`src/rtl/sap_pkg.sv`:
```
// SAP timing constants shared by the ring counter and its step-edge detector.
// Latency: n/a (types and constants only).
// Backpressure: n/a.
package sap_pkg;

    localparam int T_STATES = 6;

    typedef logic [T_STATES-1:0] tstate_t;

    localparam tstate_t T1 = tstate_t'(6'b000001);
    localparam tstate_t T2 = tstate_t'(6'b000010);
    localparam tstate_t T3 = tstate_t'(6'b000100);
    localparam tstate_t T4 = tstate_t'(6'b001000);
    localparam tstate_t T5 = tstate_t'(6'b010000);
    localparam tstate_t T6 = tstate_t'(6'b100000);

    // T-state index of the last fetch step (T3).
    localparam int FETCH_LAST = 2;

endpackage

```
`src/rtl/step_edge.sv`:
```
// Rising-edge detector for the debounced manual STEP button.
// Latency: PULSE is combinational from D in the cycle D first reads high.
// Backpressure: none; a rise not consumed by the caller is simply lost.
module step_edge (
    input  logic CLK,
    input  logic CLR,
    input  logic D,
    output logic PULSE
);

    logic d_q;

    always_ff @(posedge CLK) begin
        if (CLR) begin
            d_q <= 1'b0;
        end else begin
            d_q <= D;
        end
    end

    assign PULSE = D & ~d_q;

endmodule

```
`src/rtl/ring_counter.sv`:
```
// One-hot T-state ring (T1..TN) with halt, early end (NXT) and single-step; RING_ONEHOT_CHECK_EN adds self-repair + sticky ERR.
// Latency: one CLK edge from inputs to new T/T_IDX; FETCH is combinational from T_IDX.
// Backpressure: HLT or missing step edge holds the ring; a STEP edge seen while halted is dropped.
module ring_counter
    import sap_pkg::*;
#(
    parameter int N_STATES = T_STATES,
    parameter int IDX_W    = $clog2(N_STATES)
) (
    input  logic                CLK,
    input  logic                CLR,
    input  logic                HLT,
    input  logic                NXT,
    input  logic                STEP_MODE,
    input  logic                STEP,
    output logic [N_STATES-1:0] T,
    output logic [IDX_W-1:0]    T_IDX,
    output logic                FETCH,
    output logic                WRAP,
    output logic                ERR
);

    localparam logic [N_STATES-1:0] T_FIRST = N_STATES'(1);

    logic [N_STATES-1:0] t_q;
    logic [N_STATES-1:0] t_d;
    logic [IDX_W-1:0]    idx_q;
    logic [IDX_W-1:0]    idx_d;
    logic                wrap_q;
    logic                wrap_d;
    logic                step_rise;
    logic                adv;
    logic                recover;

    step_edge u_step_edge (
        .CLK   (CLK),
        .CLR   (CLR),
        .D     (STEP),
        .PULSE (step_rise)
    );

    assign adv = ~HLT & (~STEP_MODE | step_rise);

`ifdef RING_ONEHOT_CHECK_EN
    logic err_q;

    // Ring must be one-hot and agree with the index; an out-of-range index shifts to zero and mismatches.
    assign recover = ~$onehot(t_q) | (t_q != (T_FIRST << idx_q));

    always_ff @(posedge CLK) begin
        if (CLR) begin
            err_q <= 1'b0;
        end else if (recover) begin
            err_q <= 1'b1;
        end
    end

    assign ERR = err_q;
`else
    assign recover = 1'b0;
    assign ERR     = 1'b0;
`endif

    always_comb begin
        t_d    = t_q;
        idx_d  = idx_q;
        wrap_d = 1'b0;
        if (recover) begin
            t_d   = T_FIRST;
            idx_d = '0;
        end else if (adv) begin
            if (NXT || t_q[N_STATES-1]) begin
                t_d    = T_FIRST;
                idx_d  = '0;
                wrap_d = 1'b1;
            end else begin
                t_d   = {t_q[N_STATES-2:0], t_q[N_STATES-1]};
                idx_d = idx_q + 1'b1;
            end
        end
    end

    always_ff @(posedge CLK) begin
        if (CLR) begin
            t_q    <= T_FIRST;
            idx_q  <= '0;
            wrap_q <= 1'b0;
        end else begin
            t_q    <= t_d;
            idx_q  <= idx_d;
            wrap_q <= wrap_d;
        end
    end

    assign T     = t_q;
    assign T_IDX = idx_q;
    assign WRAP  = wrap_q;
    assign FETCH = (idx_q <= IDX_W'(FETCH_LAST));

endmodule

```
`config.mk`:
```
export PLATFORM = sky130hd
export DESIGN_NAME = ring_counter
export DESIGN_NICKNAME = d
export VERILOG_FILES = /design/src/rtl/sap_pkg.sv /design/src/rtl/step_edge.sv /design/src/rtl/ring_counter.sv
export SDC_FILE = /design/constraint.sdc
export NUM_CORES = 1
export LEC_CHECK = 0
export ABC_AREA = 1
export CAP_MARGIN = 25
export CORE_MARGIN = 4
export CORE_UTILIZATION = 30
export CTS_CLUSTER_SIZE = 20
export DETAILED_ROUTE_END_ITERATION = 6
export RECOVER_POWER = 100
export SYNTH_ARGS = -nofsm -noshare
export SYNTH_HDL_FRONTEND = slang
export SYNTH_SLANG_ARGS = --single-unit
```
`constraint.sdc`:
```
create_clock -name CLK -period 2.2 [get_ports CLK]
set_input_delay 0.33 -clock CLK [delete_from_list [all_inputs] [get_ports CLK]]
set_output_delay 0.33 -clock CLK [all_outputs]
set_load 0.05 [all_outputs]
```
-- Yosys cells after proc, flatten, opt, wreduce, memory -nomap -nowiden
Index checks and enable logic that the tools add are counted.
- bitwise logic cells: 7
- $add $sub $neg: 1
- order comparisons: 1
- multiply operators: 0
- shift operators: 0
- reductions and logical operators: 2
- equal/unequal tests: 0
- divide/modulo/power cells: 0
- muxes and demuxes: 3
- operator list (kind ; count):
    $mux W6 ; 1
    $not A1 Y1 ; 4
    $add A3 B1 Y3 const B ; 1
    $le A3 B2 Y1 const B ; 1
    $mux W3 ; 1
    $and A1 B1 Y1 ; 2
    $reduce_or A2 Y1 ; 1
    $logic_or A1 B1 Y1 ; 1
    $mux W1 ; 1
    $or A1 B1 Y1 ; 1
- word-level logic and storage cells: 18
- RAM bits: 0
- bits of input ports: 6
- bits in read-only memories: 0
- register bits: 11
- memories kept: 0
- latch bits: 0
- output and inout bits: 12

-- Longest topological paths before layout
Gate-level depths: netlist of run 1.
- depth in word-level cells: 6
- depth in mapped cells: 7

-- Cells and area by module
A second synthesis of run 1 with hierarchy kept.
- cells, all modules: 79
- area, all modules: 551.8 um^2
- modules (own cells, without submodules) (module ; cells an instance ; times used ; sequential area each (um^2) ; area an instance (um^2)):
    ring_counter ; 75 ; 1 ; 200.2 ; 520.5
    step_edge ; 4 ; 1 ; 20.0 ; 31.3

-- Worst setup path before layout of run 1
Ideal clock, no wire load.
- path kind: flip-flop to output port
- start: reg idx_q[1], in the netlist T_IDX[1]
- end: out FETCH
- data arrival time: 1.697 ns
- slack: 0.173 ns
- stages on the path, launching flop included: 4
- path buffers: 0
- path through: dfxtp_1 -> ha_1 -> inv_1 -> a21oi_1
- word-level cells in the longest chain between the ends: 1
- ends and longest elaborated chain (element ; RTL line ; source):
    from (decl) ; ring_counter.sv:27 ; logic [IDX_W-1:0] idx_q;
    from (signal assigned) ; ring_counter.sv:90 ; idx_q <= idx_d;
    $le A3 B2 Y1 ; ring_counter.sv:98 ; assign FETCH = (idx_q <= IDX_W'(FETCH_LAST));
    to (decl) ; ring_counter.sv:18 ; output logic FETCH,
No other way between the ends.

-- Final worst setup path of run 1
- start: reg idx_q[1], in the netlist T_IDX[1]
- end: out T_IDX[1]
- RTL lines (element ; RTL line ; source):
    to (decl) ; ring_counter.sv:17 ; output logic [IDX_W-1:0] T_IDX,
No word-level cell between the ends.

==> flow_results.xml, run 1 <==
<?xml version="1.0" encoding="UTF-8"?>
<metrics>
  <group name="global_routing">
    <metric name="grt-ovfl-total" unit="">0</metric>
    <metric name="grt_first_pass_wirelength" unit="mm">1.794</metric>
    <metric name="global_route.usage.total" unit="">0.09799</metric>
    <metric name="grt_pass1_vias" unit="">406</metric>
    <metric name="grt_antenna_before_repair" unit="">0</metric>
    <metric name="grt_max_degree" unit="">11</metric>
  </group>
  <group name="floorplan">
    <metric name="initial_utilization" unit="">0.3325</metric>
    <metric name="placeableCoreArea" unit="um^2">1577</metric>
    <metric name="die_width" unit="um">49.81</metric>
    <metric name="die_y" unit="um">49.81</metric>
    <metric name="floorplan.rows" unit="">14</metric>
    <metric name="floorplan.io_pins" unit="">18</metric>
    <metric name="dieArea" unit="um^2">2481</metric>
  </group>
  <group name="cts">
    <metric name="cts.sink_count" unit="">11</metric>
    <metric name="cts.root.buffer_cell" unit="">clkbuf_4</metric>
    <metric name="clock_latency" unit="ps">270</metric>
    <metric name="cts.clk_slew.worst_paths" unit="ps">70</metric>
    <metric name="clock_tree.buffer_depth" unit="">2</metric>
    <metric name="cts_post_setup_buffers_inserted" unit="">0</metric>
    <metric name="post_cts_resize_count" unit="">0</metric>
    <metric name="clock_tree.htree_level_count" unit="">1</metric>
    <metric name="hold_buffers" unit="">0</metric>
    <metric name="number_of_buffers_created_by_cts" unit="">3</metric>
    <metric name="clock_tree_from_tritoncts" unit="">built</metric>
  </group>
  <group name="sta">
    <metric name="maxSlewViolCount" unit="">0</metric>
    <metric name="final_skew" unit="ps">4.762</metric>
    <metric name="timing.final.crit_share" unit="">0.8648</metric>
    <metric name="rsz0062_at_grt" unit="">no</metric>
    <metric name="timing_hold_violations_final" unit="">0</metric>
    <metric name="slew_headroom" unit="">0.6006</metric>
    <metric name="tightestPinTransition" unit="ps">601.6</metric>
    <metric name="period_needed" unit="ps">1903</metric>
    <metric name="fin_setup_tns" unit="ps">0</metric>
    <metric name="setup_viol" unit="">0</metric>
    <metric name="max_freq" unit="GHz">0.5256</metric>
  </group>
  <group name="power">
    <metric name="power_density" unit="nW/um^2">682.6</metric>
    <metric name="static-leakage-power" unit="nW">0.3441</metric>
    <metric name="peakVddDrop" unit="uV">303.6</metric>
  </group>
  <group name="yosys">
    <metric name="post_synth_inst_count" unit="">76</metric>
    <metric name="synthesized_area_per_cell" unit="um^2">6.898</metric>
    <metric name="synthesis.nets" unit="">84</metric>
    <metric name="syn-cell-area" unit="um^2">524.3</metric>
    <metric name="post-synth-top-area-cell" unit="">dfxtp_1</metric>
    <metric name="synthDominantCellAreaShare" unit="">0.4200</metric>
    <metric name="synth.ff_latch_count" unit="">11</metric>
    <metric name="yosys.cell_types.count" unit="">14</metric>
    <metric name="synth.yosys.seq_area_share" unit="">0.4200</metric>
    <metric name="ys.warnings.count" unit="">0</metric>
    <metric name="synth_area_leaders" unit="">dfxtp_1 42%, nor2_1 15%, inv_1 10%</metric>
  </group>
  <group name="final_layout">
    <metric name="antenna_cells_inserted" unit="">0</metric>
    <metric name="final_layout_size_suffix_gt1_frac" unit="">0.07368</metric>
    <metric name="final_common_cell" unit="">nor2_1</metric>
    <metric name="most_frequent_cells_in_the_layout" unit="">21 x nor2_1, 14 x inv_1, 12 x dlygate4sd3_1</metric>
    <metric name="final_util" unit="">0.4460</metric>
    <metric name="net_total_in_the_final_layout" unit="">104</metric>
    <metric name="area_growth_syn_to_layout" unit="%">34.13</metric>
  </group>
  <group name="worst_setup_path">
    <metric name="startpoint" unit="">T_IDX[1]</metric>
    <metric name="rr_startpoint" unit="">u_step_edge.d_q</metric>
    <metric name="worst_setup_path_type" unit="">flip-flop to output pin</metric>
    <metric name="crit_path_max_incr_delay" unit="ps">910</metric>
    <metric name="delay_heaviest_family_cp" unit="">buffers and inverters</metric>
    <metric name="startpoint_type" unit="">flip-flop</metric>
    <metric name="worstPathArrival" unit="ps">1570</metric>
    <metric name="crit_path_end_kind" unit="">output pin</metric>
    <metric name="crit_path_cell_trace" unit="">dlygate4sd3_1</metric>
    <metric name="worst_path_max_delay_cell" unit="">dlygate4sd3_1</metric>
    <metric name="worst-path-max-fanout" unit="">5</metric>
    <metric name="path_buf_inv" unit="">1</metric>
    <metric name="cp_data_required_time" unit="ps">1870</metric>
  </group>
  <group name="routing">
    <metric name="detailed_routing_iteration_count_for_the_pre_antenna_repair_pass" unit="">4</metric>
    <metric name="post_drt_wl_per_cell" unit="um">9.955</metric>
    <metric name="drt_drc_violations_left" unit="">0</metric>
    <metric name="route.antenna.remaining_nets" unit="">0</metric>
    <metric name="avgViaCountPerCell" unit="">4.568</metric>
    <metric name="drt_first_iter_violations" unit="">15</metric>
    <metric name="wirelength" unit="mm">1.105</metric>
    <metric name="routed-via-count" unit="">507</metric>
  </group>
  <group name="hold_path">
    <metric name="hold_path_class" unit="">flip-flop to flip-flop</metric>
    <metric name="worstHoldStart" unit="">T[1]</metric>
  </group>
  <group name="status">
    <metric name="status" unit="">finished clean</metric>
  </group>
  <group name="job">
    <metric name="maxCapViolCount" unit="">0</metric>
  </group>
  <group name="placed_design">
    <metric name="place_congestion" unit="">0.7359</metric>
    <metric name="detailed_place_hpwl" unit="um">796</metric>
    <metric name="placement.io_buffers" unit="">16</metric>
  </group>
</metrics>
## power by group
group,switching (mW),internal (mW)
clock network,0.0671,0.0701
logic,0.0860,0.0373
registers,0.00813,0.211
total,0.161,0.319
## state kept, by name, indices dropped and copies added, names as in the netlist
signal	flops
T	6
T_IDX	3
u_step_edge.d_q	1
WRAP	1
## final cells by class
type                       instances  area [um^2]
sequential                        11        220.2
fill                             174        873.3
inverter                          15        57.56
timing repair buffer              16        153.9
tap                               16        20.02
multi-input combinational         49        225.2
clock buffer                       4        26.28
## kinds of logic (layout without fill, tap and decap cells)
kind of cell	after synthesis	count (layout)	synth area share
simple gates	38	38	0.3103
other cells	1	1	0.007153
fa+ha+maj	2	2	0.04773
buf+inv	16	35	0.1313
flops	11	11	0.4200
compound gates	8	8	0.08353
## cell usage after synthesis
master	n
dfxtp_1	11
ha_1	2
a21oi_1	2
nor2_1	21
a21oi_2	1
buf_4	1
inv_6	1
nand2_1	9
conb_1	1
nand3_1	4
o21ai_0	5
inv_1	14
nand2_2	3
nand2_4	1
## per-stage QoR
stage               hold WS, ps  worst slack (ps)  instances  instance area (um^2)  power (mW)
finish                    499.9             297.5        111                 703.2      0.4800
global route              517.1             231.9        111                 703.2      0.5112
CTS                       508.6             33.70        111                 723.2      0.5010
detailed placement        484.9             344.6        107                 696.9      0.3584
global placement          491.4             378.9        107                 696.9      0.3582
floorplan                 392.4             173.2         76                 524.3      0.3158
## worst paths after layout
check	end	slack [ps]	cells past startpoint
setup reg to reg	T[0]	770	7
hold / removal	T[1]	500	2
hold reg to reg	T[1]	500	2
setup / recovery	T_IDX[1]	300	1
## routing by layer
metal,GRT usage,part of all wire,up-vias
met3,0.03313,0.057,4
met5,0,0,-
li1,-,-,263
met2,0.1366,0.41,21
met1,0.1188,0.51,219
met4,0.08295,0.024,0
Note: power is estimated with default switching activity, not from simulation.
==> inputs of run 2 (changes only) <==
--- a/config.mk
+++ b/config.mk
@@ -12,6 +12,7 @@
 export CTS_CLUSTER_SIZE = 20
 export DETAILED_ROUTE_END_ITERATION = 6
 export RECOVER_POWER = 100
+export SETUP_SLACK_MARGIN = 0.15
 export SYNTH_ARGS = -nofsm -noshare
 export SYNTH_HDL_FRONTEND = slang
 export SYNTH_SLANG_ARGS = --single-unit
==> run 2 against run 1 <==
Sequential share of layout area down 0.22 points; power increased by 0.18%; non-clock buffer count stayed put; count of clock-buffer cells in the layout did not move; largest power group unchanged.
==> flow_results.xml, run 2 (synthesized netlist as in run 1, its figures left out) <==
<?xml version="1.0" encoding="UTF-8"?>
<metrics>
  <group name="placed_design">
    <metric name="placement.io_buffers" unit="">16</metric>
    <metric name="dp_cells" unit="">107</metric>
    <metric name="detailed_place_hpwl" unit="um">796</metric>
    <metric name="dpl-instance-area" unit="um^2">696.9</metric>
    <metric name="place_congestion" unit="">0.7359</metric>
  </group>
  <group name="worst_setup_path">
    <metric name="cp_data_required_time" unit="ps">1870</metric>
    <metric name="worst-path-max-fanout" unit="">5</metric>
    <metric name="worstPathArrival" unit="ps">1570</metric>
    <metric name="ff2ff_setup_slack" unit="ps">780</metric>
    <metric name="crit_path_max_incr_delay" unit="ps">910</metric>
    <metric name="path_buf_inv" unit="">1</metric>
    <metric name="worst_setup_path_type" unit="">flip-flop to output pin</metric>
    <metric name="crit_path_end_kind" unit="">output pin</metric>
    <metric name="startpoint_type" unit="">flip-flop</metric>
    <metric name="delay_heaviest_family_cp" unit="">buffers and inverters</metric>
    <metric name="timing.critical_path.depth" unit="">1</metric>
    <metric name="r2r.worst_path.cells" unit="">7</metric>
    <metric name="worst_path_max_delay_cell" unit="">dlygate4sd3_1</metric>
    <metric name="reg2reg_to" unit="">T[0]</metric>
    <metric name="rr_startpoint" unit="">u_step_edge.d_q</metric>
    <metric name="crit_path_cell_trace" unit="">dlygate4sd3_1</metric>
  </group>
  <group name="power">
    <metric name="p_int" unit="uW">319.5</metric>
    <metric name="pwr-share-clk" unit="">0.286</metric>
    <metric name="fraction_of_power_consumed_by_combinational_cells" unit="">0.257</metric>
    <metric name="pwr-share-seq" unit="">0.456</metric>
    <metric name="static-leakage-power" unit="nW">0.3460</metric>
    <metric name="power_density" unit="nW/um^2">679.0</metric>
    <metric name="swShare" unit="">0.3355</metric>
    <metric name="p_sw" unit="uW">161.3</metric>
    <metric name="peakVddDrop" unit="uV">304.5</metric>
  </group>
  <group name="final_layout">
    <metric name="area_growth_syn_to_layout" unit="%">35.08</metric>
    <metric name="final_layout_size_suffix_gt1_frac" unit="">0.07368</metric>
    <metric name="final_cells" unit="">111</metric>
    <metric name="most_frequent_cells_in_the_layout" unit="">21 x nor2_1, 14 x inv_1, 12 x dlygate4sd3_1</metric>
    <metric name="largest_register_ffs" unit="">6</metric>
    <metric name="net_total_in_the_final_layout" unit="">104</metric>
    <metric name="final_common_cell" unit="">nor2_1</metric>
    <metric name="final_util" unit="">0.4492</metric>
    <metric name="stdcell_area" unit="um^2">708.2</metric>
    <metric name="antenna_cells_inserted" unit="">0</metric>
  </group>
  <group name="sta">
    <metric name="timing_hold_violations_final" unit="">0</metric>
    <metric name="slew_headroom" unit="">0.6534</metric>
    <metric name="fin_setup_tns" unit="ps">0</metric>
    <metric name="timing.final.crit_share" unit="">0.8650</metric>
    <metric name="period_needed" unit="ps">1903</metric>
    <metric name="final_skew" unit="ps">5.148</metric>
    <metric name="tightestPinTransition" unit="ps">518.2</metric>
    <metric name="max_freq" unit="GHz">0.5255</metric>
    <metric name="setup_viol" unit="">0</metric>
    <metric name="rsz0062_at_grt" unit="">no</metric>
    <metric name="maxSlewViolCount" unit="">0</metric>
  </group>
  <group name="hold_path">
    <metric name="hold_path_class" unit="">flip-flop to flip-flop</metric>
    <metric name="hold_depth" unit="">2</metric>
    <metric name="worstHoldStart" unit="">T[1]</metric>
    <metric name="min_delay_worst_endpoint" unit="">T[1]</metric>
  </group>
  <group name="global_routing">
    <metric name="grt.busiest_layer" unit="">met2</metric>
    <metric name="grt_pass1_vias" unit="">406</metric>
    <metric name="grt_first_pass_wirelength" unit="mm">1.794</metric>
    <metric name="global_route.usage.met1" unit="">0.1188</metric>
    <metric name="global_route.usage.total" unit="">0.09799</metric>
    <metric name="grt-ovfl-total" unit="">0</metric>
    <metric name="gr-usage-met2" unit="">0.1366</metric>
    <metric name="grt_max_degree" unit="">11</metric>
    <metric name="grt_antenna_before_repair" unit="">0</metric>
    <metric name="met3_usage" unit="">0.03313</metric>
  </group>
  <group name="cts">
    <metric name="cts.clk_slew.worst_paths" unit="ps">70</metric>
    <metric name="clock_tree.buffer_depth" unit="">2</metric>
    <metric name="clock_latency" unit="ps">270</metric>
    <metric name="clock_tree.htree_level_count" unit="">1</metric>
    <metric name="cts.root.buffer_cell" unit="">clkbuf_4</metric>
    <metric name="cts.sink_count" unit="">11</metric>
    <metric name="number_of_buffers_created_by_cts" unit="">3</metric>
    <metric name="clock_tree_from_tritoncts" unit="">built</metric>
  </group>
  <group name="routing">
    <metric name="drt_first_iter_violations" unit="">15</metric>
    <metric name="avgViaCountPerCell" unit="">4.523</metric>
    <metric name="post_drt_wl_per_cell" unit="um">9.946</metric>
    <metric name="route.antenna.remaining_nets" unit="">0</metric>
    <metric name="wirelength" unit="mm">1.104</metric>
    <metric name="detailed_routing_iteration_count_for_the_pre_antenna_repair_pass" unit="">4</metric>
    <metric name="routed-via-count" unit="">502</metric>
    <metric name="drt_drc_violations_left" unit="">0</metric>
  </group>
  <group name="floorplan">
    <metric name="initial_utilization" unit="">0.3325</metric>
    <metric name="die_width" unit="um">49.81</metric>
    <metric name="die_y" unit="um">49.81</metric>
    <metric name="floorplan.io_pins" unit="">18</metric>
    <metric name="dieArea" unit="um^2">2481</metric>
    <metric name="floorplan.rows" unit="">14</metric>
    <metric name="placeableCoreArea" unit="um^2">1577</metric>
  </group>
  <group name="job">
    <metric name="maxCapViolCount" unit="">0</metric>
  </group>
  <group name="status">
    <metric name="status" unit="">finished clean</metric>
  </group>
</metrics>
[run 2: changes by cell type in the layout (fill, tap and decap cells not counted), sizes merged]
cell and change:
clkbuf -1, dlygate4sd2 +1
[run 2: through the flow]
stage	hold WS [ps]	power (mW)	setup WS, ps
floorplan	392.4	0.3158	173.2
CTS	508.6	0.5000	317.3
global route	517.1	0.5117	231.9
finish	499.9	0.4809	297.0
detailed placement	484.9	0.3584	344.6
global placement	491.4	0.3582	378.9
[run 2: worst max-delay path by stage]
stage | from | to
2_1_floorplan | T_IDX[1] | FETCH
3_3_place_gp | T_IDX[1] | FETCH
3_5_place_dp | T_IDX[1] | FETCH
4_1_cts | T_IDX[1] | FETCH
5_1_grt | T_IDX[1] | T_IDX[1]
6_report | T_IDX[1] | T_IDX[1]
[run 2: area by class of cell]
cell class,instances,area [um^2]
Fill cell,174,868.3
Multi-Input combinational cell,49,225.2
Sequential cell,11,220.2
Timing Repair Buffer,16,158.9
Inverter,15,57.56
Clock buffer,4,26.28
Tap cell,16,20.02
[run 2: power groups by stage]
stage / registers (mW) / clock network, mW / logic [mW]
detailed placement: 0.225 / 0 / 0.134
global placement: 0.224 / 0 / 0.134
global route: 0.222 / 0.155 / 0.135
floorplan: 0.263 / 0 / 0.0526
finish: 0.219 / 0.138 / 0.124
CTS: 0.220 / 0.147 / 0.133
[run 2: worst register-to-register path, delay by kind of cell, from the launching register on]
kind / cells / cell delay (ps)
simple gates: 5 / 640
flops: 1 / 310
buf+inv: 2 / 360
[run 2: repair_timing]
action,CTS,global route
gates resized for setup,1,0
endpoints found under the setup margin,1,0
setup buffers,0,0
hold buffers,0,0
endpoints found under the hold margin,0,0
[run 2: layer usage]
metal  part of all wire  up-vias  wire length, um
met5                  0        -                0
met4              0.024        0               27
met3              0.081        4               89
met2               0.40       21              445
met1               0.49      214              541
li1                   -      263                -
